[src/rtl/ip_z80_rom_bridge.sv]
// rtl/ip_z80_rom_bridge.sv - Z80 memory-bus to boot-ROM read bridge
// Synchronises the Z80 strobes, decodes the ROM window and stretches the cycle with WAIT until data returns.
module ip_z80_rom_bridge #(
  parameter int          SYNC_STAGES = 2,
  parameter logic [15:0] ROM_BASE    = 16'h0000,
  parameter int          TIMEOUT     = 15
) (
  input  logic        clk,
  input  logic        reset,
  input  logic [15:0] bus_address,
  input  logic        bus_n_mreq,
  input  logic        bus_n_rd,
  input  logic        bus_n_wr,
  output logic [7:0]  bus_rdata,
  output logic        bus_rdata_oe,
  output logic        bus_n_wait,
  output logic        bus_error,
  output logic        rom_n_cs,
  output logic        rom_n_rd,
  output logic [9:0]  rom_address,
  input  logic [7:0]  rom_rdata,
  input  logic        rom_rdata_en
);

  localparam logic [1:0] S_IDLE   = 2'd0;
  localparam logic [1:0] S_ACCESS = 2'd1;
  localparam logic [1:0] S_HOLD   = 2'd2;
  localparam logic [1:0] S_IGNORE = 2'd3;
  localparam logic [7:0] TO_LAST  = 8'(TIMEOUT - 1);

  logic [SYNC_STAGES-1:0] mreq_sync;
  logic [SYNC_STAGES-1:0] rd_sync;
  logic [SYNC_STAGES-1:0] wr_sync;

  logic       mreq_s;
  logic       rd_s;
  logic       wr_s;
  logic       req_q;
  logic       hit_q;
  logic       rel_q;
  logic [9:0] addr_q;

  logic [1:0] state;
  logic [7:0] count;
  logic       armed;

  // Synchroniser flops are left unreset so a reset cannot fake a strobe release.
  always_ff @(posedge clk) begin
    mreq_sync <= {mreq_sync[SYNC_STAGES-2:0], bus_n_mreq};
    rd_sync   <= {rd_sync[SYNC_STAGES-2:0], bus_n_rd};
    wr_sync   <= {wr_sync[SYNC_STAGES-2:0], bus_n_wr};
  end

  assign mreq_s = mreq_sync[SYNC_STAGES-1];
  assign rd_s   = rd_sync[SYNC_STAGES-1];
  assign wr_s   = wr_sync[SYNC_STAGES-1];

  always_ff @(posedge clk) begin
    if (reset) begin
      req_q  <= 1'b0;
      hit_q  <= 1'b0;
      rel_q  <= 1'b0;
      addr_q <= 10'd0;
    end else begin
      req_q  <= !mreq_s && !rd_s && wr_s;
      hit_q  <= !mreq_s && !rd_s && wr_s && (bus_address[15:10] == ROM_BASE[15:10]);
      rel_q  <= mreq_s || rd_s;
      addr_q <= bus_address[9:0];
    end
  end

  // armed enforces the high-then-low rearm rule, including after reset.
  always_ff @(posedge clk) begin
    if (reset) begin
      state        <= S_IDLE;
      count        <= 8'd0;
      armed        <= 1'b0;
      bus_rdata    <= 8'h00;
      bus_rdata_oe <= 1'b0;
      bus_n_wait   <= 1'b1;
      bus_error    <= 1'b0;
      rom_n_cs     <= 1'b1;
      rom_n_rd     <= 1'b1;
      rom_address  <= 10'd0;
    end else begin
      bus_error <= 1'b0;
      if (rel_q) begin
        armed <= 1'b1;
      end
      case (state)
        S_IDLE: begin
          if (armed && hit_q) begin
            state       <= S_ACCESS;
            rom_address <= addr_q;
            rom_n_cs    <= 1'b0;
            rom_n_rd    <= 1'b0;
            bus_n_wait  <= 1'b0;
            count       <= 8'd0;
            armed       <= 1'b0;
          end else if (armed && req_q) begin
            state <= S_IGNORE;
            armed <= 1'b0;
          end
        end
        S_ACCESS: begin
          if (rom_rdata_en) begin
            state        <= S_HOLD;
            bus_rdata    <= rom_rdata;
            bus_rdata_oe <= 1'b1;
            bus_n_wait   <= 1'b1;
            rom_n_cs     <= 1'b1;
            rom_n_rd     <= 1'b1;
          end else if (count == TO_LAST) begin
            state        <= S_HOLD;
            bus_rdata    <= 8'hFF;
            bus_rdata_oe <= 1'b1;
            bus_n_wait   <= 1'b1;
            bus_error    <= 1'b1;
            rom_n_cs     <= 1'b1;
            rom_n_rd     <= 1'b1;
          end else begin
            count <= count + 8'd1;
          end
        end
        S_HOLD: begin
          if (rel_q) begin
            state        <= S_IDLE;
            bus_rdata_oe <= 1'b0;
          end
        end
        S_IGNORE: begin
          if (rel_q) begin
            state <= S_IDLE;
          end
        end
        default: state <= S_IDLE;
      endcase
    end
  end

endmodule

[config.mk]
export PLATFORM = sky130hd
export DESIGN_NAME = ip_z80_rom_bridge
export DESIGN_NICKNAME = d
export VERILOG_FILES = /design/src/rtl/ip_z80_rom_bridge.sv
export SDC_FILE = /design/constraint.sdc
export NUM_CORES = 1
export LEC_CHECK = 0
export BUFFER_PORTS_ARGS = -buffer_cell sky130_fd_sc_hd__buf_2
export CAP_MARGIN = 20
export CORE_ASPECT_RATIO = 0.5
export CORE_MARGIN = 8
export CORE_UTILIZATION = 50
export CTS_CLUSTER_SIZE = 12
export DETAILED_ROUTE_END_ITERATION = 10
export GPL_ROUTABILITY_DRIVEN = 1
export PLACE_DENSITY = 0.81
export SKIP_LAST_GASP = 1
export SLEW_MARGIN = 20
export SYNTH_ARGS = -nofsm -noshare
export SYNTH_HDL_FRONTEND = slang
export SYNTH_SLANG_ARGS = --single-unit
export TNS_END_PERCENT = 10
[constraint.sdc]
create_clock -name clk -period 2.2 [get_ports clk]
set_clock_uncertainty 0.2 [all_clocks]
set_input_delay 0.44 -clock clk [delete_from_list [all_inputs] [get_ports clk]]
set_output_delay 0.44 -clock clk [all_outputs]
set_load 0.1 [all_outputs]
# Yosys cells after proc, flatten, opt, wreduce, memory -nomap -nowiden
# Cells that the tools add are included.
[op_classes]
add_sub_neg = 1
n_eq_ne = 11
n_mux = 23
bitwise = 1
n_reduce_logical = 21
[ops]
columns = ["cell", "n"]
rows = [
  ["8-bit two-way mux", 5],
  ["8-bit case mux with 2 select lines", 1],
  ["2-bit two-way mux", 5],
  ["1-bit two-way mux", 9],
  ["3-bit AND reduction", 3],
  ["8-bit by 1-bit adder with 8-bit output, second input constant", 1],
  ["8-bit by 4-bit == test with 1-bit output, second input constant", 1],
  ["2-bit != test, second input constant", 4],
  ["6-bit logical NOT", 1],
  ["3-bit != test, second input constant", 2],
  ["2-bit case mux with 3 select lines", 1],
  ["2-bit nonzero test", 3],
  ["1-bit logical AND", 5],
  ["2-bit == test, second input constant", 2],
  ["1-bit case mux with 2 select lines", 2],
  ["2-bit AND reduction", 2],
  ["4-bit AND reduction", 1],
  ["3-bit OR reduction", 1],
  ["2-bit by 1-bit == test with 1-bit output, second input constant", 1],
  ["1-bit logical NOT", 2],
  ["2-bit logical NOT", 1],
  ["2-bit by 1-bit != test with 1-bit output, second input constant", 1],
  ["2-bit OR reduction", 1],
  ["1-bit logical OR", 1],
  ["1-bit inverter", 1],
]
[totals]
register_bits = 51
inputBits = 30
output_inout_bits = 23
wordCells = 72

# Depth between registers and ports, before layout
# Gate-level depths: netlist of the first run.
[depth]
depth_word = 4
mapped_depth = 6
depth_no_buf = 6

# Worst setup path after synthesis of the first run
# OpenSTA, ideal clock, no wires.
[synth_path]
kind = "reg-to-output"
from = "reg, netlist name rom_n_rd"
to = "out rom_n_cs"
arrival_time_ns = 1.392
t_required_ns = 1.560
slack_ns = 0.168
stages_incl_launch_ff = 2
n_path_buf = 1
cell_sequence = "dfxtp_1 -> buf_4"
[synth_lines]
columns = ["element", "line_no", "rtl"]
rows = [
  ["end: declaration", "18", "output logic rom_n_cs,"],
]

# Worst setup path after layout of the first run
[layout_path]
from = "reg count[4]"
to = "reg count[3]"
[layout_between]
elab_chain_cells = 3
[layout_lines]
columns = ["element", "line_no", "rtl"]
rows = [
  ["start: declaration", "44", "logic [7:0] count;"],
  ["start signal: assignment", "122", "count <= count + 8'd1;"],
  ["8-bit by 4-bit == test with 1-bit output", "113", "end else if (count == TO_LAST) begin"],
  ["2-bit != test (no line)", "n/a", ""],
  ["4-bit AND reduction (no line)", "n/a", ""],
]
# No other way between the ends.
# A chain may end at the register's enable or synchronous reset.

==> results.json, run 1 <==
{
  "synth_cells": 182,
  "fin_tns_setup_ps": 0,
  "synth-edff-count": 0,
  "hold_viol": 0,
  "path_cells": "or4_4 -> o21ai_4 -> nand2_4 -> a221oi_2",
  "netlist_area_um2": 1868,
  "grt_remaining_overflow": 0,
  "cts-buffers-inserted": 5,
  "drc_errors": 0,
  "cts-root-buf": "clkbuf_8",
  "vdd_drop_max_mv": 0.3919,
  "cap_violations": 0,
  "ys_types": 44,
  "synth_seq_cells": 51,
  "worstSetupStartpoint": "count[4]",
  "synthSimpleGateAreaFrac": 0.2445,
  "max_stage_delay_ps": 590,
  "grt_usage": 0.1309,
  "pre_cts_ws_ps": 292.0,
  "routed_wl_mm": 3.804,
  "hold_class": "input port to flip-flop",
  "outcome": "complete, no violations",
  "yosysWarnings": 0,
  "synth_top_family_by_area": "simple AND/OR/NAND/NOR gates",
  "crit_family": "simple AND/OR/NAND/NOR gates",
  "nets": 265,
  "cts.clk_slew.worst_paths_ps": 90,
  "utilization": 0.6467,
  "row_count": 15,
  "portBuffers": 52,
  "rsz0062_at_grt": "no",
  "syn_nets": 214,
  "synth_compound_area_frac": 0.1507,
  "drive_gt1_frac": 0.3504,
  "clock_path_buffers": 2,
  "antenna_found_initial": 0,
  "yosysSeqAreaShare": 0.5466,
  "ctsHtreeMaxLevel": 2,
  "p_leak_nw": 0.9454,
  "fmax_mhz": 528.3,
  "grt_max_degree": 22,
  "drt-wirelength-per-cell_um": 13.35,
  "drt-pass1-iter-count": 4,
  "synth_xor_area_frac": 0,
  "period_needed_ps": 1893,
  "setup_viol": 0,
  "finalPower_w": 0.001674,
  "crit_slowest_cell": "or4_4",
  "drt_iter0_markers": 28,
  "chipWidth_um": 102.4,
  "fin_ws_ps": 307.2,
  "hold_buffers": 0,
  "diodes": 0,
  "crit_path_end_kind": "flip-flop",
  "finish.instance_area_um2": 2270,
  "synth_adder_area_share": 0.01340,
  "coreArea_um2": 3510,
  "grt_pass1_vias": 1453,
  "timing.rr.start": "count[4]",
  "final_common_cell": "buf_2",
  "crit_required_ps": 2220,
  "die_y_um": 59.22,
  "power_density_nw_per_um2": 737.4,
  "ant_nets": 0,
  "worstSetupStartpointType": "flip-flop",
  "muxShareOfSynthArea": 0.01072,
  "slew_headroom": 0.5920,
  "worst_slew_pin_slew_ps": 608.6,
  "crit_path_max_fanout": 10,
  "r2r_slack_ps": 310,
  "grt_pass1_wl_mm": 6.348,
  "post_cts_buffers": 0,
  "io_pins": 53,
  "post_cts_resized": 0,
  "crit_type": "flip-flop to flip-flop",
  "avgSynthCellArea_um2": 10.26,
  "async_flop_share": 0,
  "period_share": 0.8604,
  "routed-via-count": 1474,
  "routabilityCongestion": 0.8141,
  "cp.arrival_ps": 1910,
  "initial_core_util": 0.5323,
  "report.final.slew_viol_count": 0,
  "dp_hpwl_mm": 2.783,
  "synthToLayoutAreaGrowth_pct": 21.50,
  "die-area_um2": 6067,
  "cts_sinks": 51,
  "via_per_inst": 5.172,
  "min_from": "bus_n_wr",
  "ys.flop_type": "dfxtp_1",
  "cts_tree": "done",
  "dpl-instance-area_um2": 2155,
  "layout_common_cells": "buf_2, dfxtp_1, nand2_1",
  "worstSkewPairLatency_ps": 300,
  "critPathBufInv": 0
}
[path summary, 6_finish.rpt]
kind	endpoint	cells after the start
setup / recovery	count[3]	4
hold / removal	wr_sync[0]	1
setup reg to reg	count[3]	4
hold reg to reg	wr_sync[1]	0
[metal layers]
layer  routed length [um]  global-route usage
met5                    0                   0
met4                   48             0.05165
met3                  238             0.03864
met2                 1813              0.2349
met1                 1704              0.1430
[synth_stat cells, drive strengths merged, types with 3 or more instances]
master | number | area share
dfxtp | 51 | 0.55
nand2 | 27 | 0.058
a21oi | 13 | 0.035
nor2b | 11 | 0.037
nand3 | 8 | 0.021
o221a | 8 | 0.048
nor2 | 7 | 0.014
clkbuf | 6 | 0.012
buf | 4 | 0.016
or3 | 4 | 0.015
a31oi | 3 | 0.010
inv | 3 | 0.0060
o31ai | 3 | 0.012
[layout make-up]
| type | instances | area, um2 |
|---|---|---|
| fillers | 297 | 1240 |
| flip-flops and latches | 51 | 1021 |
| multi-input cells | 118 | 783.3 |
| repair buffers | 54 | 275.3 |
| clock buffers | 5 | 68.82 |
| well taps | 51 | 63.81 |
| clock inverters | 3 | 46.29 |
| inverters | 3 | 11.26 |
[registers in the layout (all words and copies together) (netlist names), 2 cells and up]
signal,flops
rom_address,10
wr_sync,2
addr_q,10
state,2
count,8
mreq_sync,2
bus_rdata,8
rd_sync,2
[where the power goes]
group           total, W  switching (W)  leakage [nW]  internal [W]
clock network   0.000653       0.000310        0.0548      0.000343
registers       0.000952     0.00000870         0.417      0.000943
logic          0.0000689      0.0000367         0.474     0.0000322
total            0.00167       0.000356         0.945       0.00132
[cells by family (layout without fill, tap and decap cells)]
group | count (synthesis) | count (layout)
muxes | 2 | 2
buffers and inverters | 13 | 65
adders and majority gates | 2 | 2
and+or+nand+nor | 78 | 78
AOI/OAI and AO/OA | 36 | 36
DFF | 51 | 51
[stage by stage]
step / hold WS [ps] / cells
CTS: 25.95 / 285
global placement: 112.0 / 277
detailed placement: 114.4 / 277
finish: 33.68 / 285
global route: 19.53 / 285
floorplan: 109.6 / 182
(Power assumes the default switching activity.)
==> run 2: changes to the inputs <==
- clock period: 2.2 -> 1.9 ns (I/O delays scaled with it)
==> run 2 against run 1 <==
  * Critical path depth up 2
  * Via count increased by 2.2%
  * Worst hold slack better by 48 ps
  * Combinational power rose by 28%
  * Largest cell class unchanged
  * Largest power group unchanged
==> results.json, run 2 (same netlist as run 1, synthesis figures left out) <==
{
  "worstSetupStartpointType": "flip-flop",
  "drt-pass1-iter-count": 4,
  "crit_required_ps": 1930,
  "worstSetupStartpoint": "count[0]",
  "hold_class": "input port to flip-flop",
  "cap_violations": 0,
  "crit_path_max_fanout": 10,
  "io_pins": 53,
  "dp_hpwl_mm": 2.929,
  "drt-wirelength-per-cell_um": 13.44,
  "p_sw_frac": 0.2052,
  "drive_gt1_frac": 0.3730,
  "cts_sinks": 51,
  "worstSkewPairLatency_ps": 300,
  "ctsHtreeMaxLevel": 2,
  "layout_common_cells": "buf_2, dfxtp_1, nand2_1",
  "fmax_mhz": 541.7,
  "routed_wl_mm": 3.965,
  "vdd_drop_max_mv": 0.3347,
  "chipWidth_um": 102.4,
  "grt_remaining_overflow": 0,
  "die_y_um": 59.22,
  "crit_path_end_kind": "flip-flop",
  "crit_type": "flip-flop to flip-flop",
  "switchingPower_w": 0.0003923,
  "initial_core_util": 0.5323,
  "die-area_um2": 6067,
  "outcome": "complete, no violations",
  "layout_top_registers": "addr_q (10), rom_address (10)",
  "clkPwrFrac": 0.378,
  "report.final.slew_viol_count": 0,
  "dp.cells": 285,
  "post_cts_buffers": 0,
  "p_seq_frac": 0.576,
  "via_per_inst": 5.108,
  "grt_pass1_vias": 1457,
  "routed-via-count": 1507,
  "row_count": 15,
  "grt_pass1_wl_mm": 6.506,
  "grt_usage": 0.1389,
  "path_cells": "inv_1 -> ha_1 -> nand3_1 -> o21ai_4 -> or4_1 -> a31oi_1",
  "final_common_cell": "buf_2",
  "slew_headroom": 0.6693,
  "layout.cells.non_filler": 295,
  "rsz0062_at_grt": "yes",
  "portBuffers": 52,
  "routabilityCongestion": 0.8176,
  "cts-buffers-inserted": 5,
  "grt_max_degree": 23,
  "synthToLayoutAreaGrowth_pct": 26.05,
  "drc_errors": 0,
  "cts.clk_slew.worst_paths_ps": 80,
  "diodes": 0,
  "coreArea_um2": 3510,
  "max_stage_delay_ps": 490,
  "crit_family": "simple AND/OR/NAND/NOR gates",
  "period_needed_ps": 1846,
  "drt_iter0_markers": 90,
  "cp.arrival_ps": 1880,
  "p_comb_frac": 0.046,
  "power_density_nw_per_um2": 811.9,
  "ant_nets": 0,
  "p_leak_nw": 0.9949,
  "cts_tree": "done",
  "worst_slew_pin_slew_ps": 499.4,
  "timing.rr.start": "count[0]",
  "setup_viol": 0,
  "clock_path_buffers": 2,
  "nets": 276,
  "min_from": "bus_address[0]",
  "critPathBufInv": 1,
  "cts-root-buf": "clkbuf_8",
  "period_share": 0.9716,
  "crit_slowest_cell": "or4_1",
  "p_int_w": 0.001519,
  "antenna_found_initial": 0,
  "utilization": 0.6709,
  "hold_viol": 0
}
-- run 2: cell count changes in the layout (fill, tap and decap cells not counted) --
cell           change
buf_4              +8
dlygate4sd3_1      +3
dfxtp_1            -1
dfxtp_2            +1
inv_6              -1
nor2_1             -1
nor2_2             +1
-- run 2: cell type report --
type | instances | area (um2)
fill | 285 | 1155
sequential | 51 | 1022
multi-input combinational | 118 | 785.8
timing repair buffer | 65 | 365.4
clock buffer | 5 | 68.82
tap | 51 | 63.81
clock inverter | 2 | 37.54
inverter | 3 | 11.26
-- run 2: power by group through the flow --
stage               Combinational (W)  Clock [W]  Sequential (W)
floorplan                   0.0000347          0         0.00113
global placement            0.0000815          0         0.00112
detailed placement          0.0000841          0         0.00113
CTS                         0.0000888   0.000741         0.00110
global route                0.0000968   0.000782         0.00110
finish                      0.0000881   0.000723         0.00110
-- run 2: layer usage --
metal	global-route usage	share of wire	vias to the layer above
met5	0	0	-
met4	0.07438	0.025	0
met3	0.03747	0.069	10
met2	0.2358	0.48	39
met1	0.1571	0.42	689
li1	-	-	769
-- run 2: path summary, 6_finish.rpt --
| path | end | slack (ps) | cells past startpoint |
|---|---|---|---|
| min reg2reg | mreq_sync[1] | 130 | 0 |
| max reg2reg | count[4] | 50 | 6 |
| max | count[4] | 50 | 6 |
| min | addr_q[0] | 80 | 2 |
-- run 2: what timing repair did --
action                                  CTS  global route
resized for setup                         0             1
hold buffers                              3             0
endpoints found under the setup margin    0            13
endpoints found under the hold margin     3             0
-- run 2: stage by stage --
| step | total power (W) | cell area (um2) | hold WS (ps) | setup TNS, ps | setup WS [ps] |
|---|---|---|---|---|---|
| finish | 0.001912 | 2355 | 81.95 | 0 | 53.98 |
| detailed placement | 0.001210 | 2216 | 113.8 | 0 | 17.98 |
| global route | 0.001982 | 2355 | 72.04 | -82.03 | -38.14 |
| floorplan | 0.001168 | 1869 | 109.6 | 0 | 168.3 |
| CTS | 0.001931 | 2352 | 72.80 | 0 | 3.931 |
| global placement | 0.001206 | 2216 | 111.4 | 0 | 87.81 |
